$ cat src/rtl/viterbi_pkg.sv
// rtl/viterbi_pkg.sv - shared constants, state type and branch helpers for the K=3 rate-1/2 code
package viterbi_pkg;

  localparam int         K        = 3;
  localparam logic [2:0] G0       = 3'b111;
  localparam logic [2:0] G1       = 3'b101;
  localparam int         TB_DEPTH = 16;
  localparam int         PM_W     = 4;

  typedef logic [1:0] state_t;

  // Encoder output for input bit a leaving state s; taps act on {x[n], x[n-1], x[n-2]}
  function automatic logic [1:0] branch_sym(input state_t s, input logic a);
    logic [2:0] w_taps;
    w_taps = {a, s};
    return {^(w_taps & G0), ^(w_taps & G1)};
  endfunction

  function automatic logic [1:0] hamming2(input logic [1:0] a, input logic [1:0] b);
    logic [1:0] w_d;
    w_d = a ^ b;
    return {w_d[1] & w_d[0], w_d[1] ^ w_d[0]};
  endfunction

endpackage

$ cat src/rtl/viterbi_acs.sv
// rtl/viterbi_acs.sv - add-compare-select for one trellis state, saturating adds, tie goes to pred 0
module viterbi_acs #(
  parameter int PM_W = 4
) (
  input  logic [PM_W-1:0] i_pm0,
  input  logic [PM_W-1:0] i_pm1,
  input  logic [1:0]      i_bm0,
  input  logic [1:0]      i_bm1,
  output logic [PM_W-1:0] o_pm,
  output logic            o_dec
);

  logic [PM_W:0]   w_sum0;
  logic [PM_W:0]   w_sum1;
  logic [PM_W-1:0] w_cand0;
  logic [PM_W-1:0] w_cand1;

  assign w_sum0  = {1'b0, i_pm0} + (PM_W+1)'(i_bm0);
  assign w_sum1  = {1'b0, i_pm1} + (PM_W+1)'(i_bm1);
  assign w_cand0 = w_sum0[PM_W] ? '1 : w_sum0[PM_W-1:0];
  assign w_cand1 = w_sum1[PM_W] ? '1 : w_sum1[PM_W-1:0];

  assign o_dec = (w_cand1 < w_cand0);
  assign o_pm  = o_dec ? w_cand1 : w_cand0;

endmodule

$ cat src/rtl/viterbi_decoder.sv
// rtl/viterbi_decoder.sv - hard-decision Viterbi decoder, register-exchange survivors, fixed decision depth
module viterbi_decoder #(
  parameter int TB_DEPTH = viterbi_pkg::TB_DEPTH,
  parameter int PM_W     = viterbi_pkg::PM_W
) (
  input  logic       clk,
  input  logic       reset,
  input  logic       in_valid,
  input  logic [1:0] y,
  output logic       out_valid,
  output logic       x_out
);
  import viterbi_pkg::*;

  localparam int CNT_W = $clog2(TB_DEPTH + 1);

  logic [3:0][PM_W-1:0]     r_pm;
  logic [3:0][TB_DEPTH-1:0] r_surv;
  logic [CNT_W-1:0]         r_cnt;
  logic                     r_out_valid;
  logic                     r_x_out;

  logic [3:0][PM_W-1:0]     w_pm_new;
  logic [3:0]               w_dec;
  state_t [3:0]             w_pred;
  logic [3:0][TB_DEPTH-1:0] w_surv_new;
  logic [PM_W-1:0]          w_pm_min;
  state_t                   w_best;

  // Next state {a,b} is reached from {b,0} or {b,1} with input bit a
  for (genvar g = 0; g < 4; g++) begin : g_state
    localparam logic   A  = ((g / 2) == 1);
    localparam logic   B  = ((g % 2) == 1);
    localparam state_t P0 = {B, 1'b0};
    localparam state_t P1 = {B, 1'b1};

    logic [1:0] w_bm0;
    logic [1:0] w_bm1;

    assign w_bm0 = hamming2(y, branch_sym(P0, A));
    assign w_bm1 = hamming2(y, branch_sym(P1, A));

    viterbi_acs #(.PM_W(PM_W)) u_acs (
      .i_pm0 (r_pm[P0]),
      .i_pm1 (r_pm[P1]),
      .i_bm0 (w_bm0),
      .i_bm1 (w_bm1),
      .o_pm  (w_pm_new[g]),
      .o_dec (w_dec[g])
    );

    assign w_pred[g]     = {B, w_dec[g]};
    assign w_surv_new[g] = {r_surv[w_pred[g]][TB_DEPTH-2:0], A};
  end

  always_comb begin
    w_pm_min = w_pm_new[0];
    w_best   = 2'd0;
    for (int i = 1; i < 4; i++) begin
      if (w_pm_new[i] < w_pm_min) begin
        w_pm_min = w_pm_new[i];
        w_best   = 2'(i);
      end
    end
  end

  always_ff @(posedge clk) begin
    if (reset) begin
      r_pm        <= {PM_W'(3), PM_W'(3), PM_W'(3), PM_W'(0)};
      r_surv      <= '0;
      r_cnt       <= '0;
      r_out_valid <= 1'b0;
      r_x_out     <= 1'b0;
    end else if (in_valid) begin
      for (int i = 0; i < 4; i++) begin
        r_pm[i] <= w_pm_new[i] - w_pm_min;
      end
      r_surv <= w_surv_new;
      if (r_cnt != CNT_W'(TB_DEPTH)) begin
        r_cnt <= r_cnt + 1'b1;
      end
      // r_cnt still counts the previous symbols, so this symbol is number r_cnt+1
      r_out_valid <= (r_cnt >= CNT_W'(TB_DEPTH - 1));
      r_x_out     <= w_surv_new[w_best][TB_DEPTH-1];
    end else begin
      r_out_valid <= 1'b0;
    end
  end

  assign out_valid = r_out_valid;
  assign x_out     = r_x_out;

endmodule

$ cat config.mk
export PLATFORM = sky130hd
export DESIGN_NAME = viterbi_decoder
export DESIGN_NICKNAME = d
export VERILOG_FILES = /design/src/rtl/viterbi_pkg.sv /design/src/rtl/viterbi_acs.sv /design/src/rtl/viterbi_decoder.sv
export SDC_FILE = /design/constraint.sdc
export NUM_CORES = 1
export LEC_CHECK = 0
export BUFFER_PORTS_ARGS = -buffer_cell sky130_fd_sc_hd__buf_2
export CORE_MARGIN = 4
export CORE_UTILIZATION = 58
export CTS_CLUSTER_DIAMETER = 100
export DETAILED_ROUTE_END_ITERATION = 10
export PLACE_DENSITY = 0.82
export SETUP_SLACK_MARGIN = 0.2
export SLEW_MARGIN = 20
export SYNTH_ARGS = -nofsm -noshare
export SYNTH_HDL_FRONTEND = slang
export SYNTH_HIERARCHICAL = 1
export SYNTH_SLANG_ARGS = --single-unit
$ cat constraint.sdc
create_clock -name clk -period 8.4 [get_ports clk]
set_input_delay 2.1 -clock clk [delete_from_list [all_inputs] [get_ports clk]]
set_output_delay 2.1 -clock clk [all_outputs]
set_load 0.03 [all_outputs]
After elaboration in Yosys (flattened, before gate mapping)

Cells that the tools add are included.

Input bits: 5
Latch bits: 0
Memories: 0
Bits in read-only memories: 0
Bits in writable memories: 0
Output and inout bits: 2
Register bits: 81
Logic and storage cells: 80

Add/subtract/negate cells: 13
Multiply operators: 0
Reduce and logical (&&, ||, !) cells: 2
Shifts and indexed selects: 0
Equality and inequality tests: 1
Bitwise gates (word level): 12
Muxes and demuxes: 28
Divide/modulo/power cells: 0
$lt $le $gt $ge: 13

Operators by type and width:

| operator                                                               | count |
|---|---|
| 15-bit two-way mux                                                     | 8 |
| 4-bit two-way mux                                                      | 15 |
| 4-bit by 2-bit adder with 5-bit output                                 | 8 |
| 16-bit binary-select mux with 2-bit select                             | 1 |
| 4-bit < comparator                                                     | 7 |
| 16-bit two-way mux                                                     | 1 |
| 4-bit subtractor                                                       | 4 |
| 2-bit by 3-bit < comparator with 1-bit output (second input constant)  | 3 |
| 1-bit by 3-bit < comparator with 1-bit output (second input constant)  | 2 |
| 5-bit by 1-bit adder with 5-bit output (second input constant)         | 1 |
| 5-bit by 4-bit >= comparator with 1-bit output (second input constant) | 1 |
| 5-bit inequality test (second input constant)                          | 1 |
| 1-bit bitwise AND                                                      | 4 |
| 2-bit two-way mux                                                      | 2 |
| 1-bit XOR                                                              | 4 |
| 1-bit NOT                                                              | 3 |
| 2-bit NOT                                                              | 1 |
| 2-bit AND reduction                                                    | 1 |
| 2-bit OR reduction                                                     | 1 |
| 1-bit two-way mux                                                      | 1 |

Logic depth before layout (Yosys ltp)

Gate-level depths: netlist (run 1).

Depth in word-level cells: 14
Depth in mapped cells: 38
Gate-level depth less buffers: 38

Modules after synthesis

Netlist (run 1), hierarchy kept.

Modules (own cells, without submodules):

| module          | area each (sq um) | times used | sequential area each (sq um) | cells an instance |
|---|---|---|---|---|
| viterbi_decoder | 4187.8            | 1          | 1561.5                       | 459 |
| viterbi_acs     | 420.4             | 4          | 0.0                          | 50 |

Worst setup path before layout (run 1)

No wires, ideal clock.

Path type: input to register
From: in y[0]
To: reg r_pm[7] (netlist bit)
Cell stages on the path: 36
Path slack: -597 ps
Buffers on the path: 0
Data required time: 8272 ps
Data arrival time: 8869 ps
Setup time: 128 ps
Path through: inv_1 ha_1 inv_1 ha_1 inv_1 fa_1 nor2b_1 a21oi_1 ha_1 nor2b_1 a221o_1 a31oi_4 mux2_4 ha_1 o21ai_0 a211o_1 mux2i_1 ha_1 or2_0 a311o_1 o21ai_1 nand2_1 o21ai_1 inv_1 ha_1 o21ai_0 a21oi_1 nor2_1 a31o_2 mux2i_1 ha_1 a21o_1 a21oi_1 xnor2_1 mux2i_1 nor2_1

Elaborated cells between the ends (all ways): 41
Those cells by class: add/sub: 9; order compare: 7; mux: 15; bitwise: 10

RTL lines:

| what                                   | line                  | text |
|---|---|---|
| from (decl)                            | viterbi_decoder.sv:9  | `input logic [1:0] y,` |
| 1-bit XOR (*)                          | viterbi_pkg.sv:22     | `return {w_d[1] & w_d[0], w_d[1] ^ w_d[0]};` |
| net g_state[0].w_bm0[0]                | viterbi_decoder.sv:37 | `logic [1:0] w_bm0;` |
| 4-bit by 2-bit adder with 5-bit output | viterbi_acs.sv:18     | `assign w_sum0 = {1'b0, i_pm0} + (PM_W+1)'(i_bm0);` |
| 4-bit two-way mux                      | viterbi_acs.sv:20     | `assign w_cand0 = w_sum0[PM_W] ? '1 : w_sum0[PM_W-1:0];` |
| 4-bit < comparator                     | viterbi_acs.sv:23     | `assign o_dec = (w_cand1 < w_cand0);` |
| 4-bit two-way mux                      | viterbi_acs.sv:24     | `assign o_pm = o_dec ? w_cand1 : w_cand0;` |
| 4-bit < comparator                     | viterbi_decoder.sv:60 | `if (w_pm_new[i] < w_pm_min) begin` |
| 4-bit two-way mux                      | viterbi_decoder.sv:60 |  |
| 4-bit < comparator                     | viterbi_decoder.sv:60 |  |
| 4-bit two-way mux (*)                  | viterbi_decoder.sv:60 |  |
| 4-bit < comparator                     | viterbi_decoder.sv:60 |  |
| 4-bit two-way mux (*)                  | viterbi_decoder.sv:60 |  |
| 4-bit subtractor (*)                   | viterbi_decoder.sv:76 | `r_pm[i] <= w_pm_new[i] - w_pm_min;` |
| to (signal assigned)                   | viterbi_decoder.sv:69 | `r_pm <= {PM_W'(3), PM_W'(3), PM_W'(3), PM_W'(0)};` |
| to (signal, indexed assignment)        | viterbi_decoder.sv:76 |  |
| to (decl)                              | viterbi_decoder.sv:17 | `logic [3:0][PM_W-1:0] r_pm;` |

Mark *: on every way through the listed nets, which the timed path passes. The rest lies on a longest branch.
A chain may end at the register's enable or synchronous reset.

Final worst setup path (run 1)

Same ends and word-level chain as after synthesis.

==> results.ini, run 1 <==
[outcome]
status = finished, violations left
violations = setup timing

[cts]
cts_hold_buf = 0
cts_tree = done
clkTransAtPathRegs_ns = 0.09
clockBufferDepth = 2
clock-sinks = 78
cts_buffers = 9
clk_latency_ns = 0.35
root_buffer = clkbuf_8
h-tree-depth = 3

[critical_path]
slowest_delay_ns = 0.51
critical_path_class = input port to flip-flop
rr_worst_depth = 30
reg2reg_slack_ns = 1.12
required_ns = 8.61
end_kind = flip-flop
crit_family = compound AO/OA/AOI/OAI gates
reg2reg_from = r_pm[1]$_SDFFE_PP0P_
crit_fanout = 4
crit_arrival_ns = 9.20
crit_buf_inv = 4
cp-start-kind = input port
r2r_end = r_pm[7]$_SDFFE_PP0P_
slowest_stage = or4_4

[sta]
setup_ws_ns = -0.5953
slew_viol_final = 0
clock_skew_ns = 0.009183
worst_pin_slew_ns = 1.029
finalSetupViolations = 12
fin_crit_sh = 1.071
min_period_ns = 8.995
hold_viol = 0
whs_ns = 0.4794
fmaxAchievable_mhz = 111.2
rsz0062_at_grt = yes
relSlewSlack = 0.3138

[floorplan]
io_pins = 7
die_h_um = 108.6
die_w_um = 108.6
initial_core_util = 0.5977
coreArea_um2 = 9819
num_rows = 36
dieArea_um2 = 11790

[min_path]
hp-start = r_surv[48]$_SDFFE_PP0P_
holdPathStages = 2
hold_path_class = flip-flop to flip-flop
hold_end = r_surv[48]$_SDFFE_PP0P_

[yosys]
yosysSeqAreaShare = 0.2660
ys_async_sr_fraction = 0
synthCells = 659
yosysWarnings = 6
synth_common_cells = dfxtp_1 (78), nor2_1 (74), inv_1 (73)
ys_ff_latch = 78
post_synth.cell_area_avg_um2 = 8.906
yosysTopAreaCellShare = 0.2660
syn_area_um2 = 5869
ys_types = 46
synthFlopType = dfxtp_1
yosysTopAreaCell = dfxtp_1
synth_most_common_cell = dfxtp_1
syn-num-nets = 740
synth_edf_count = 0
synthTopCellsByArea = dfxtp_1 (27%), ha_1 (14%), mux2i_1 (12%), a211oi_1 (6.7%), nor2_1 (4.7%)

[cells_and_area]
area_growth_pct = 23.58
layout.nets = 805
n_antenna_cell = 0
num-fill-cells = 648
drive_gt1_frac = 0.2798

[grt]
grtUsageTotal = 0.2607
antenna_found_initial = 0
grt_pass1_wl_um = 24370
grt_pass1_vias = 5142
grt_overflow_total = 0
grt_max_degree = 117

[run]
cap_viol_max_count = 0

[routing]
firstDrtPassIters = 5
vias_per_cell = 5.892
vias = 5079
wl_per_cell_um = 17.58
routed_wirelength_um = 15150
remaining_drc_errors = 0
drtAntennaViolNets = 0
drtIter0Drc = 360

[placed_design]
dp_hpwl_um = 9333
port_buffers = 6
gp_congestion = 0.8748

[area by class of cell]
cell class,count,area [µm²],area share
Timing Repair Buffer,86,674.4,0.09298
Clock inverter,7,81.33,0.01121
Clock buffer,9,123.9,0.01708
Inverter,73,296.5,0.04088
Sequential cell,78,1562,0.2153
Multi-Input combinational cell,476,4349,0.5996
Tap cell,133,166.4,0.02294
[stage by stage]
stage	cell area (µm²)	setup slack, ns	TNS [ns]	std cells	util
finish	7253	-0.5953	-4.683	862	0.7387
global route	7253	-0.8173	-8.324	862	0.7387
CTS	7129	-0.1273	-0.8657	852	0.7260
detailed placement	6472	-0.7001	-8.366	815	0.6591
global placement	6472	-0.4424	-4.557	815	0.6591
floorplan	6031	-0.06373	-0.4593	659	-
[how the worst max path moves through the flow]
stage	start	cells past startpoint	end
finish	y[0]	34	r_pm[7]$_SDFFE_PP0P_
CTS	y[0]	37	r_pm[7]$_SDFFE_PP0P_
detailed placement	y[1]	36	r_pm[11]$_SDFFE_PP0P_
global placement	y[1]	37	r_pm[3]$_SDFFE_PP0P_
floorplan	y[1]	36	r_pm[11]$_SDFFE_PP0P_
global route	y[0]	37	r_pm[7]$_SDFFE_PP0P_
[cell families (layout without fill, tap and decap cells)]
logic type      count (synthesis)  count (layout)  synth area share
xor+xnor                       14              14           0.02089
buf+inv                       105             175           0.06800
flops                          78              78            0.2660
fa+ha+maj                      76              76            0.1774
mux                            81              81            0.1467
simple gates                  154             154            0.1337
compound gates                151             151            0.1874
[timing repair]
action,in CTS,in global routing
hold endpoints to repair,0,0
endpoints found under the setup margin,16,16
buffers inserted,21,10
pin swaps,36,6
resized for setup,54,14
[worst reg2reg max path: cells and delay by family, from the launching register on]
family,cells,cell delay [ns]
buf+inv,2,0.13
mux,5,1.50
fa+ha+maj,6,1.42
compound gates,9,2.20
simple gates,7,1.33
xor+xnor,1,0.09
flops,1,0.45
[layer usage]
layer / global-route usage / part of all wire / vias up
li1: - / - / 2428
met1: 0.3058 / 0.40 / 2420
met2: 0.4435 / 0.50 / 156
met3: 0.05075 / 0.044 / 75
met4: 0.1470 / 0.053 / 0
met5: 0 / 0 / -
[flip-flops by register name, indices dropped and copies added (netlist names)]
name and flops:
r_surv 55, out_valid 1, r_pm 16, x_out 1
r_cnt 5
[placed cells by master, fill, tap and decap left out, drive strengths merged, types with 2 or more instances in the layout]
cell      count
a211oi       52
a21bo         4
a21o         13
a21oi        36
a221o         8
a31oi         8
and2          5
buf          86
clkbuf        9
clkinvlp      3
dfxtp        78
fa           12
ha           64
inv          75
mux2         13
mux2i        68
nand2        30
nand2b       13
nand3         4
nand3b        4
nand4         2
nor2         74
nor2b        13
nor3          2
nor3b         2
o21a          2
o21ai        17
o2bb2ai       4
or2           2
xnor2        12
xor2          2
Power of run 1 is left out: the tool's default activity adds up to more than one toggle a clock period on the data nets, which glitch-free logic cannot reach.
==> run 2, diff against run 1 <==
RECOVER_POWER = 25   (was unset)
==> run 2 against run 1 <==
Effect of this change: the run still ends with setup timing left; via count decreased by 0.18%; non-clock buffer count stayed put; critical path depth unchanged; cell area is 0.14% lower; wire length hardly changed; core utilization fell by 0.10 points; sequential share of layout area is essentially flat; register-to-register slack hardly changed; die area did not move; clock skew is essentially flat; hold slack about the same; flip-flop and latch count did not move.
==> results.ini, run 2 (synthesis gave the netlist of run 1 again) <==
[outcome]
status = finished, violations left  ; unchanged
violations = setup timing  ; unchanged

[floorplan]
dieArea_um2 = 11790  ; unchanged
die_h_um = 108.6  ; unchanged
coreArea_um2 = 9819  ; unchanged
initial_core_util = 0.5977  ; unchanged
io_pins = 7  ; unchanged
num_rows = 36  ; unchanged
die_w_um = 108.6  ; unchanged

[cells_and_area]
layout.nets = 805  ; unchanged
stdcell_count = 862  ; unchanged
n_antenna_cell = 0  ; unchanged
num-fill-cells = 653  ; was 648
drive_gt1_frac = 0.2743  ; was 0.2798
largest_register_ffs = 55  ; unchanged
register_area_um2 = 1562  ; unchanged
area_growth_pct = 23.41  ; was 23.58%
regMostFlops = r_surv  ; unchanged
most-common-layout-cells = dfxtp_1 (78), buf_4 (77), nor2_1 (74), inv_1 (66), mux2i_1 (63)  ; was buf_4 (79), dfxtp_1 (78), nor2_1 (74), inv_1 (66), mux2i_1 (63)
fin_util = 0.7376  ; was 0.7387
final_common_cell = dfxtp_1  ; was buf_4
reg.largest.list = r_surv: 55 flops, r_pm: 16 flops, r_cnt: 5 flops  ; unchanged
multi_input_area_um2 = 4349  ; unchanged

[critical_path]
crit_fanout = 4  ; unchanged
end_kind = flip-flop  ; unchanged
slowest_stage = or4_4  ; unchanged
cp-start-kind = input port  ; unchanged
required_ns = 8.61  ; about the same
r2r_end = r_pm[7]$_SDFFE_PP0P_  ; unchanged
reg2reg_slack_ns = 1.13  ; was 1.12 ns
rr_worst_depth = 30  ; unchanged
reg2reg_from = r_pm[1]$_SDFFE_PP0P_  ; unchanged
slowest_delay_ns = 0.51  ; about the same
critical_path_class = input port to flip-flop  ; unchanged
crit_arrival_ns = 9.19  ; was 9.20 ns

[placed_design]
placed_cells = 815  ; unchanged
gp_congestion = 0.8748  ; unchanged
port_buffers = 6  ; unchanged
dp_hpwl_um = 9333  ; unchanged

[sta]
worst_pin_slew_ns = 1.160  ; was 1.029 ns
setup_ws_ns = -0.5850  ; was -0.5953 ns
fmaxAchievable_mhz = 111.3  ; was 111.2 MHz
fin_crit_sh = 1.070  ; was 1.071
hold_viol = 0  ; unchanged
clock_skew_ns = 0.009478  ; was 0.009183 ns
whs_ns = 0.4791  ; was 0.4794 ns
slew_viol_final = 0  ; unchanged
finalSetupViolations = 12  ; unchanged
min_period_ns = 8.985  ; was 8.995 ns
rsz0062_at_grt = yes  ; unchanged
relSlewSlack = 0.2265  ; was 0.3138

[routing]
vias = 5070  ; was 5079
wl_met3_um = 712  ; was 662 µm
remaining_drc_errors = 0  ; unchanged
routed_wirelength_um = 15140  ; was 15150 µm
top_layer_used = met4  ; unchanged
drtAntennaViolNets = 0  ; unchanged
vias_per_cell = 5.882  ; was 5.892
drtIter0Drc = 350  ; was 360
firstDrtPassIters = 5  ; unchanged
wl_met2_um = 7659  ; was 7590 µm
wl_per_cell_um = 17.57  ; was 17.58 µm
drt-met1-wl_um = 6032  ; was 6090 µm

[grt]
grt_max_degree = 117  ; unchanged
grt_pass1_wl_um = 24370  ; unchanged
grtUsageTotal = 0.2607  ; unchanged
grt_pass1_vias = 5142  ; unchanged
grt_overflow_total = 0  ; unchanged
antenna_found_initial = 0  ; unchanged

[min_path]
hp-start = r_surv[48]$_SDFFE_PP0P_  ; unchanged
holdPathStages = 2  ; unchanged
hold_end = r_surv[48]$_SDFFE_PP0P_  ; unchanged
hold_path_class = flip-flop to flip-flop  ; unchanged

[cts]
clk_latency_ns = 0.35  ; about the same
h-tree-depth = 3  ; unchanged
cts_hold_buf = 0  ; unchanged
clock-sinks = 78  ; unchanged
cts_tree = done  ; unchanged
root_buffer = clkbuf_8  ; unchanged
clkTransAtPathRegs_ns = 0.09  ; about the same
clockBufferDepth = 2  ; unchanged
cts_buffers = 9  ; unchanged

[run]
cap_viol_max_count = 0  ; unchanged

[run 2: changes by cell type in the layout (fill, tap and decap cells not counted)]
cell,previous run,this run
buf_2,3,1
clkbuf_1,0,4
buf_4,79,77
[run 2: area by class of cell]
cell class	instances	area share
multi-input cells	476	0.6004
flip-flops and latches	78	0.2156
repair buffers	86	0.09173
inverters	73	0.04094
well taps	133	0.02297
clock buffers	9	0.01710
clock inverters	7	0.01123
[run 2: stage by stage]
step / instance area [µm²] / setup WS (ns) / setup TNS (ns)
detailed placement: 6472 / -0.7001 / -8.366
floorplan: 6031 / -0.06373 / -0.4593
finish: 7243 / -0.5850 / -4.659
global route: 7243 / -0.8173 / -8.324
CTS: 7129 / -0.1273 / -0.8657
global placement: 6472 / -0.4424 / -4.557
[run 2: worst max-delay path by stage]
| stage | from | endpoint | cells past startpoint |
|---|---|---|---|
| final | y[0] | r_pm[7]$_SDFFE_PP0P_ | 34 |
| after CTS | y[0] | r_pm[7]$_SDFFE_PP0P_ | 37 |
| after floorplan | y[1] | r_pm[11]$_SDFFE_PP0P_ | 36 |
| after global routing | y[0] | r_pm[7]$_SDFFE_PP0P_ | 37 |
| after global placement | y[1] | r_pm[3]$_SDFFE_PP0P_ | 37 |
| after detailed placement | y[1] | r_pm[11]$_SDFFE_PP0P_ | 36 |
[run 2: critical path: cells and delay by family]
family	cells	cell delay, ns
adders and majority gates	8	2.01
xor gates and xnor gates	1	0.09
and+or+nand+nor	8	1.51
buffers and inverters	4	0.25
muxes	4	1.12
AOI/OAI and AO/OA	9	2.10
[run 2: timing repair]
item | in CTS | in global routing
gates resized for setup | 54 | 14
buffers inserted | 21 | 10
endpoints found under the setup margin | 16 | 16
pin swaps | 36 | 6
gates cloned | 0 | 0
[run 2: metal layers]
layer / vias to the layer above / track usage
li1: 2426 / -
met1: 2411 / 0.3058
met2: 165 / 0.4435
met3: 68 / 0.05075
met4: 0 / 0.1470
met5: - / 0
Power of run 2 is left out for the same reason.
